--- config.mk ---
export PLATFORM = sky130hd
export DESIGN_NAME = shift_result_stage
export DESIGN_NICKNAME = d
export VERILOG_FILES = /design/src/rtl/shift_result_stage.sv
export SDC_FILE = /design/constraint.sdc
export NUM_CORES = 1
export LEC_CHECK = 0
export ABC_AREA = 1
export BUFFER_PORTS_ARGS = -buffer_cell sky130_fd_sc_hd__buf_2
export CORE_MARGIN = 1.5
export CORE_UTILIZATION = 45
export DETAILED_ROUTE_END_ITERATION = 10
export GPL_ROUTABILITY_DRIVEN = 0
export PLACE_DENSITY = 0.7
export SETUP_SLACK_MARGIN = 0.2
export SYNTH_ARGS = -nofsm -noshare
export SYNTH_HDL_FRONTEND = slang
export SYNTH_SLANG_ARGS = --single-unit
--- constraint.sdc ---
create_clock -name clk -period 2.4 [get_ports clk]
set_clock_uncertainty 0.1 [all_clocks]
set_input_delay 0.12 -clock clk [delete_from_list [all_inputs] [get_ports clk]]
set_output_delay 0.12 -clock clk [all_outputs]
set_load 0.02 [all_outputs]
--- src/rtl/shift_result_stage.sv ---
// shift_result_stage: registered output stage behind the 16-bit shifter.
// Captures result + flags (zero, neg, carry, illegal) into a small in-order
// queue with valid/ready on both sides.
// Optional macro SHIFT_STATS_EN adds op_count / illegal_count outputs.
module shift_result_stage #(
  parameter int WIDTH = 16,
  parameter int DEPTH = 2
) (
  input  logic                     clk,
  input  logic                     rst,
  input  logic                     in_valid,
  output logic                     in_ready,
  input  logic [WIDTH-1:0]         shift_result,
  input  logic [WIDTH-1:0]         in0,
  input  logic [3:0]               in1,
  input  logic [2:0]               shift_type,
  output logic                     out_valid,
  input  logic                     out_ready,
  output logic [WIDTH-1:0]         out_result,
  output logic                     out_zero,
  output logic                     out_neg,
  output logic                     out_carry,
  output logic                     out_illegal,
  output logic [$clog2(DEPTH):0]   count
`ifdef SHIFT_STATS_EN
  ,
  output logic [15:0]              op_count,
  output logic [15:0]              illegal_count
`endif
);
  localparam int PW = $clog2(DEPTH);
  localparam int CW = PW + 1;
  localparam logic [CW-1:0] FULL = CW'(DEPTH);

  typedef struct packed {
    logic [WIDTH-1:0] result;
    logic             zero;
    logic             neg;
    logic             carry;
    logic             illegal;
  } entry_t;

  entry_t        mem [DEPTH];
  entry_t        new_entry;
  entry_t        head;
  logic [PW-1:0] wr_ptr, rd_ptr;
  logic          push, pop;
  logic [4:0]    left_idx;
  logic [3:0]    right_idx;
  logic          carry;
  logic          illegal;

  // No pass-through: readiness depends only on registered occupancy.
  assign in_ready  = !rst && (count < FULL);
  assign out_valid = (count != '0);
  assign push      = in_valid && in_ready;
  assign pop       = out_valid && out_ready;

  // Flag generation for the incoming entry; illegal ops store a zero result.
  always_comb begin
    left_idx  = 5'd16 - {1'b0, in1};
    right_idx = in1 - 4'd1;
    carry     = 1'b0;
    illegal   = (shift_type[2:1] == 2'b11);
    if (in1 != 4'd0) begin
      case (shift_type)
        3'b000, 3'b010: carry = in0[left_idx[3:0]];
        3'b001, 3'b011: carry = in0[right_idx];
        3'b100:         carry = shift_result[0];
        3'b101:         carry = shift_result[WIDTH-1];
        default:        carry = 1'b0;
      endcase
    end
    new_entry.result  = illegal ? '0 : shift_result;
    new_entry.zero    = (new_entry.result == '0);
    new_entry.neg     = new_entry.result[WIDTH-1];
    new_entry.carry   = carry;
    new_entry.illegal = illegal;
  end

  // Queue storage, pointers and occupancy; reset discards held entries.
  always_ff @(posedge clk) begin
    if (rst) begin
      wr_ptr <= '0;
      rd_ptr <= '0;
      count  <= '0;
      for (int i = 0; i < DEPTH; i++) mem[i] <= '0;
    end else begin
      if (push) begin
        mem[wr_ptr] <= new_entry;
        wr_ptr      <= wr_ptr + PW'(1);
      end
      if (pop) rd_ptr <= rd_ptr + PW'(1);
      case ({push, pop})
        2'b10:   count <= count + CW'(1);
        2'b01:   count <= count - CW'(1);
        default: count <= count;
      endcase
    end
  end

  // Head fields come straight from storage; forced to zero when empty.
  always_comb begin
    head        = out_valid ? mem[rd_ptr] : '0;
    out_result  = head.result;
    out_zero    = head.zero;
    out_neg     = head.neg;
    out_carry   = head.carry;
    out_illegal = head.illegal;
  end

`ifdef SHIFT_STATS_EN
  // Push statistics: op_count wraps, illegal_count saturates.
  always_ff @(posedge clk) begin
    if (rst) begin
      op_count      <= '0;
      illegal_count <= '0;
    end else if (push) begin
      op_count <= op_count + 16'd1;
      if (new_entry.illegal && illegal_count != 16'hFFFF)
        illegal_count <= illegal_count + 16'd1;
    end
  end
`endif

endmodule

==> summary.md, run 1 <==
| Metric | Value |
|---|---|
| Cell type with the largest total area after synthesis | `edfxtp_1` |
| Worst R2R Setup Slack | `0.80 ns` |
| P&R area growth vs syn | `19.69%` |
| Share of the synthesized area in the top cell type | `46.77%` |
| Vias per inst | `4.925` |
| Worst Reg-to-Reg Cells | `9` |
| Post-CTS Setup Bufs | `0` |
| Fillers | `496` |
| Clock Pin Slew Worst Setup and Hold Paths | `0.07 ns` |
| Hold path depth | `3` |
| Int Pwr | `1.437 mW` |
| Final WL | `5.318 mm` |
| Net count after synthesis | `351` |
| Vias in the first global route | `2013` |
| Vias | `2167` |
| Layout cells sized above 1 | `24.05%` |
| Router iterations before antenna repair | `4` |
| Detailed Place HPWL | `3.687 mm` |
| Antenna violations before repair | `0` |
| Final Cycle Share | `73.97%` |
| First-pass GRT wire length | `8.694 mm` |
| Drt wl/cell | `12.09 µm` |
| Worst Max-Slew Pin Slew | `0.5350 ns` |
| Setup_tns | `0 ns` |
| CTS Buf Count | `5` |
| Die area | `0.005873 mm²` |
| Number of routed nets with antenna violations | `0` |
| Post-route minimum period | `1.775 ns` |
| Fmax | `563.3 MHz` |
| Multi-input gate area | `0.001001 mm²` |
| Initial core utilization | `47.17%` |
| Peak VDD IR | `327.7 µV` |
| Sw Share | `35.07%` |
| Pins Over Slew Limit | `0` |
| Flops & latches, synth | `43` |
| Crit path kind | `reg -> out` |
| Seq/Total Area, Yosys | `50.87%` |
| Port bufs | `66` |
| Max_slew headroom | `64.11%` |
| Crit Path Max Fanout | `19` |
| Final hold vios | `0` |
| Max-cap viol count | `0` |
| Largest cells by area after synthesis | `edfxtp_1, nand2_1, nor2_1, nand3_1, a21oi_1` |
| DR iter-0 viols | `102` |
| Post-CTS sizing | `0` |
| Die width | `76.64 µm` |
| Global Route Usage Sum | `18.58%` |
| Clk_lat worst skew | `0.29 ns` |
| Logic pwr share | `33.5%` |
| Final Net Count | `415` |
| Clock share of power | `24.3%` |
| CTS Buffer Depth | `2` |
| P per Cell Area | `757.8 mW/mm²` |
| Clock sink count | `43` |
| Cells after Synth | `305` |
| Reg power frac | `42.2%` |
| Psw | `0.7760 mW` |
| CTS tree | `done` |
| Placed Area | `0.002803 mm²` |
| Clock root buffer | `clkbuf_8` |
| Leakage Power | `1.403 nW` |
| Unrepaired setup endpoints after global routing | `false` |
| Synth Cell Area | `0.002440 mm²` |
| Total core area | `0.005172 mm²` |
| Average size of a mapped cell | `7.999 µm²` |
| Unique masters post-synth | `28` |
| Crit path arrival time | `1.56 ns` |
| GRT overflow | `0` |
| Final setup violation count | `0` |
| Largest net degree at the start of global routing | `21` |
| Endpoint class of the critical path | `output pin` |
| Die outline height | `76.64 µm` |
| Worst path required time | `2.18 ns` |
| Status | `finished clean` |
| Pwr Total | `2.213 mW` |
| Min-delay worst type | `in -> reg` |
| N_diodes | `0` |
| Worst Setup Start Kind | `register` |
| Synth warn | `0` |
| Reg area | `0.001241 mm²` |
| H-tree Lvls | `2` |
| DR DRC count | `0` |
| IO Count | `67` |
| Design Area, Final | `0.002920 mm²` |
| FP Rows | `26` |
[layer usage]
| metal | GRT usage (%) | vias to the layer above | share of wire [%] |
|---|---|---|---|
| met4 | 7.407 | 0 | 1.7 |
| met2 | 34.02 | 65 | 51 |
| met1 | 21.51 | 983 | 43 |
| li1 | - | 1110 | - |
| met5 | 0 | - | 0 |
| met3 | 2.994 | 9 | 4.8 |
[power groups by stage]
stage	clock network, mW	logic (mW)	registers, mW
2_1_floorplan	0	0.501	0.957
3_3_place_gp	0	0.736	0.947
3_5_place_dp	0	0.745	0.950
4_1_cts	0.553	0.747	0.933
5_1_grt	0.578	0.823	0.943
6_report	0.539	0.741	0.933
[state kept, by name, indices dropped and copies added, names as in the netlist, named ones only]
signal / flops
wr_ptr: 1
rd_ptr: 1
mem: 38
count: 2
[final timing paths]
check | from | endpoint
worst max register to register | count[0] | count[1]
worst min register to register | rd_ptr | rd_ptr
worst min-delay path | in_valid | wr_ptr
worst max-delay path | register | out_result[0]
[area by class of cell]
type | instances | share of cell area, %
Clock inverter | 3 | 1.328
Inverter | 24 | 3.342
Tap cell | 70 | 2.999
Timing Repair Buffer | 73 | 13.20
Clock buffer | 5 | 2.356
Sequential cell | 43 | 42.50
Multi-Input combinational cell | 222 | 34.28
[cell families (layout without fill, tap and decap cells)]
kind of cell             Yosys count  in the layout  share of synthesized area [%]
AO/OA/AOI/OAI                     28             28                          5.846
flip-flops                        43             43                          50.87
XOR/XNOR                           4              4                          1.744
adder cells (fa/ha/maj)            3              3                          1.539
buffers and inverters             40            105                          8.102
AND/OR/NAND/NOR                  187            187                          31.90
[synthesized netlist by cell type]
| cell | number |
|---|---|
| a21oi_1 | 24 |
| buf_1 | 3 |
| buf_2 | 5 |
| buf_4 | 2 |
| buf_6 | 2 |
| buf_8 | 1 |
| clkbuf_1 | 3 |
| clkinv_1 | 1 |
| dfxtp_1 | 5 |
| edfxtp_1 | 38 |
| ha_1 | 3 |
| inv_1 | 21 |
| inv_2 | 1 |
| inv_8 | 1 |
| nand2_1 | 102 |
| nand2_2 | 3 |
| nand3_1 | 25 |
| nand3_2 | 3 |
| nand3b_1 | 1 |
| nand4_1 | 4 |
| nor2_1 | 47 |
| nor2_2 | 1 |
| o21a_1 | 1 |
| o21ai_0 | 3 |
| or3_1 | 1 |
| xnor2_1 | 1 |
| xnor2_2 | 1 |
| xor2_1 | 2 |
[metrics by stage]
step | setup WS, ns | std cells | hold WS, ns | utilization [%]
finish | 0.6247 | 440 | 0.02961 | 56.46
global route | 0.4660 | 440 | 0.04666 | 56.46
CTS | 0.5765 | 440 | 0.02187 | 56.46
detailed placement | 0.3705 | 431 | 0.2152 | 54.18
global placement | 0.4413 | 431 | 0.2133 | 54.18
floorplan | 0.2502 | 305 | 0.09238 | -
[worst max-delay path, cell delays in order, from the launching register on]
cell	delay (ns)
dfxtp_1	0.34
clkinv_1	0.44
nand2_1	0.21
a21oi_1	0.10
buf_2	0.17
[cells in the final DEF, fill, tap and decap left out]
cell type,synthesis,routed
xnor2_1,1,1
edfxtp_1,38,38
inv_1,21,21
o21a_1,1,1
clkinv_2,0,1
xnor2_2,1,1
nor2_2,1,1
or3_1,1,1
nand4_1,4,4
nand2_1,102,102
dfxtp_1,5,5
nor2_1,47,47
a21oi_1,24,24
bufinv_16,0,1
inv_8,1,1
inv_2,1,1
xor2_1,2,2
dlygate4sd3_1,0,1
nand3_2,3,3
nand3_1,25,25
clkinv_1,1,2
nand3b_1,1,1
buf_4,2,6
clkbuf_8,0,5
o21ai_0,3,3
buf_2,5,66
nand2_2,3,3
ha_1,3,3
[repair_timing]
action                                  4_1_cts  5_1_grt
hold buffers                                  1        0
endpoints found under the hold margin         1        0
endpoints found under the setup margin        0        0
Power figures use the tool's default switching activity.
==> run 2: changes to the inputs <==
Settings changed: PLACE_DENSITY 0.7 to 0.73.
Clock period 2.4 ns to 1.6 ns, I/O delays scaled along.
==> summary.md, run 2 (same netlist as run 1, synthesis figures left out) <==
| Metric | Value |
|---|---|
| Peak VDD IR | `955.6 µV (+190%)` |
| Crit path buf inv count | `3 (+1)` |
| Ordered list of cells on the worst path | `inv_8 -> buf_12 -> nand2_4 -> a21oi_4 -> buf_4` |
| Final cell count without fillers | `447 (+1.6%)` |
| Vias per inst | `5.047 (+2.5%)` |
| Hold WS | `-0.1062 ns (-0.1358 ns)` |
| Post-route minimum period | `1.470 ns` |
| Total core area | `0.005172 mm² (unchanged)` |
| Detailed Place HPWL | `3.771 mm (+2.3%)` |
| Sw Share | `37.13% (+2.1 points)` |
| GRT overflow | `0 (unchanged)` |
| IO Count | `67 (unchanged)` |
| Failing checks | `negative hold slack` |
| Commonest non-fill, non-tap cells in the layout | `nand2_1, buf_2, nor2_1` |
| DR DRC count | `0 (unchanged)` |
| Status | `complete, but fails checks` |
| Clock root buffer | `clkbuf_8` |
| Fmax | `680.4 MHz` |
| Max_slew headroom | `75.18% (+11 points)` |
| FP Rows | `26 (unchanged)` |
| CP max stage delay | `0.39 ns (-0.05 ns)` |
| Die area | `0.005873 mm² (unchanged)` |
| Min-delay worst type | `in -> reg` |
| Worst path required time | `1.42 ns (-0.76 ns)` |
| Pwr Total | `3.748 mW (+69%)` |
| Initial core utilization | `47.17% (unchanged)` |
| Regs by FF count | `mem (38), count (2)` |
| Leakage Power | `1.491 nW (+6.3%)` |
| N_diodes | `0 (unchanged)` |
| Max reg flops | `38 (unchanged)` |
| Vias | `2256 (+4.1%)` |
| Final WL | `5.631 mm (+5.9%)` |
| Final Cycle Share | `91.85%` |
| Final Net Count | `422 (+1.7%)` |
| Vias in the first global route | `2117 (+5.2%)` |
| Clock share of power | `17.6% (-6.7 points)` |
| Port bufs | `66 (unchanged)` |
| Drt wl/cell | `12.60 µm (+4.2%)` |
| Layout cells sized above 1 | `37.14% (+13 points)` |
| Logic pwr share | `43.6% (+10 points)` |
| Worst Max-Slew Pin Slew | `0.3709 ns (-0.1640 ns)` |
| Most common cell after layout, fill and taps aside | `nand2_1` |
| Unrepaired setup endpoints after global routing | `true` |
| Placed Cells | `433 (+0.46%)` |
| Psw | `1.391 mW (+79%)` |
| Final setup violation count | `0 (unchanged)` |
| Endpoint class of the critical path | `output pin` |
| Pins Over Slew Limit | `0 (unchanged)` |
| Critical-path top delay cell | `dfxtp_4` |
| Fin worst setup slack | `0.1303 ns (-0.4943 ns)` |
| Setup_tns | `0 ns (unchanged)` |
| Clk_lat worst skew | `0.29 ns (about the same)` |
| Final hold vios | `1 (+1)` |
| CTS Buf Count | `5 (unchanged)` |
| Top reg by flops | `mem` |
| CTS tree | `done` |
| Router iterations before antenna repair | `4 (unchanged)` |
| Crit path arrival time | `1.29 ns (-0.27 ns)` |
| Number of routed nets with antenna violations | `0 (unchanged)` |
| Crit path kind | `reg -> out` |
| Crit Path Max Fanout | `8 (-11)` |
| Global Route Usage Sum | `19.20% (+0.62 points)` |
| Placement Setup Slack | `0.01113 ns (-0.3594 ns)` |
| Clock Pin Slew Worst Setup and Hold Paths | `0.08 ns (about the same)` |
| Die width | `76.64 µm (unchanged)` |
| Clock sink count | `43 (unchanged)` |
| Antenna violations before repair | `0 (unchanged)` |
| Die outline height | `76.64 µm (unchanged)` |
| First-pass GRT wire length | `9.025 mm (+3.8%)` |
| P per Cell Area | `1127 mW/mm² (+49%)` |
| Worst path top cell family by delay | `buffers and inverters` |
| DR iter-0 viols | `135 (+32%)` |
| Int Pwr | `2.357 mW (+64%)` |
| Largest net degree at the start of global routing | `21 (unchanged)` |
| CTS Buffer Depth | `2 (unchanged)` |
| Reg power frac | `38.8% (-3.4 points)` |
| H-tree Lvls | `2 (unchanged)` |
| P&R area growth vs syn | `36.26%` |
| Worst Setup Start Kind | `register` |
| Max-cap viol count | `0 (unchanged)` |
==> run 2: cell types whose count changed in the layout (fill, tap and decap cells not counted), sizes merged <==
cell	change
dlygate4sd3	-1
bufinv	-1
clkinv	-2
inv	+1
clkinvlp	+1
clkbuf	+2
buf	+7
==> run 2: worst paths after layout <==
path | endpoint | cells past startpoint | slack [ns] | startpoint
worst max-delay path | out_neg | 5 | 0.13 | register
worst min-delay path | count[0] | 2 | -0.11 | rst
worst max register to register | count[1] | 9 | 0.17 | count[0]
worst min register to register | register | 1 | 0.34 | rd_ptr
==> run 2: per-layer routing <==
layer / wire length [µm] / up-vias / global-route usage [%] / part of all wire, %
met3: 257 / 4 / 3.473 / 4.6
met4: 46 / 0 / 5.185 / 0.82
met5: 0 / - / 0 / 0
met1: 2519 / 1052 / 23.98 / 45
li1: - / 1128 / - / -
met2: 2807 / 72 / 34.02 / 50
==> run 2: worst reg2reg max path: stages, from the launching register on <==
cell	delay (ns)
dfxtp_4	0.36
nor2_4	0.12
inv_2	0.05
nand2_2	0.06
inv_2	0.04
ha_4	0.21
a21oi_2	0.09
o21a_1	0.15
o21ai_1	0.06
a21oi_1	0.12
==> run 2: power groups by stage <==
stage                     logic (mW)  registers [mW]  clock network, mW
after detailed placement        1.22            1.45                  0
after floorplan                0.838            1.46                  0
after CTS                       1.42            1.43              0.675
after global routing            1.77            1.47              0.713
final                           1.63            1.45              0.658
after global placement          1.20            1.45                  0
==> run 2: cell type report <==
class,instances,area [µm²]
Clock buffer,6,72.57
Clock inverter,2,12.51
Fill cell,451,1848
Inverter,24,110.1
Multi-Input combinational cell,222,1220
Sequential cell,43,1252
Tap cell,70,87.58
Timing Repair Buffer,80,569.3
==> run 2: metrics by stage <==
step           hold slack (ns)  area [µm²]  utilization [%]
3_5_place_dp            0.2064        2933            56.70
4_1_cts                -0.1013        3143            60.76
6_report               -0.1062        3324            64.27
2_1_floorplan          0.04270        2586                -
3_3_place_gp            0.1988        2933            56.70
5_1_grt               -0.09508        3324            64.27
==> run 2: repair_timing <==
action                     in CTS  in global routing
pin swaps                       3                  7
buffers inserted                4                  0
hold endpoints to repair        1                  1
gates cloned                    1                  1
resized for setup              24                 43
setup endpoints to repair      37                 39
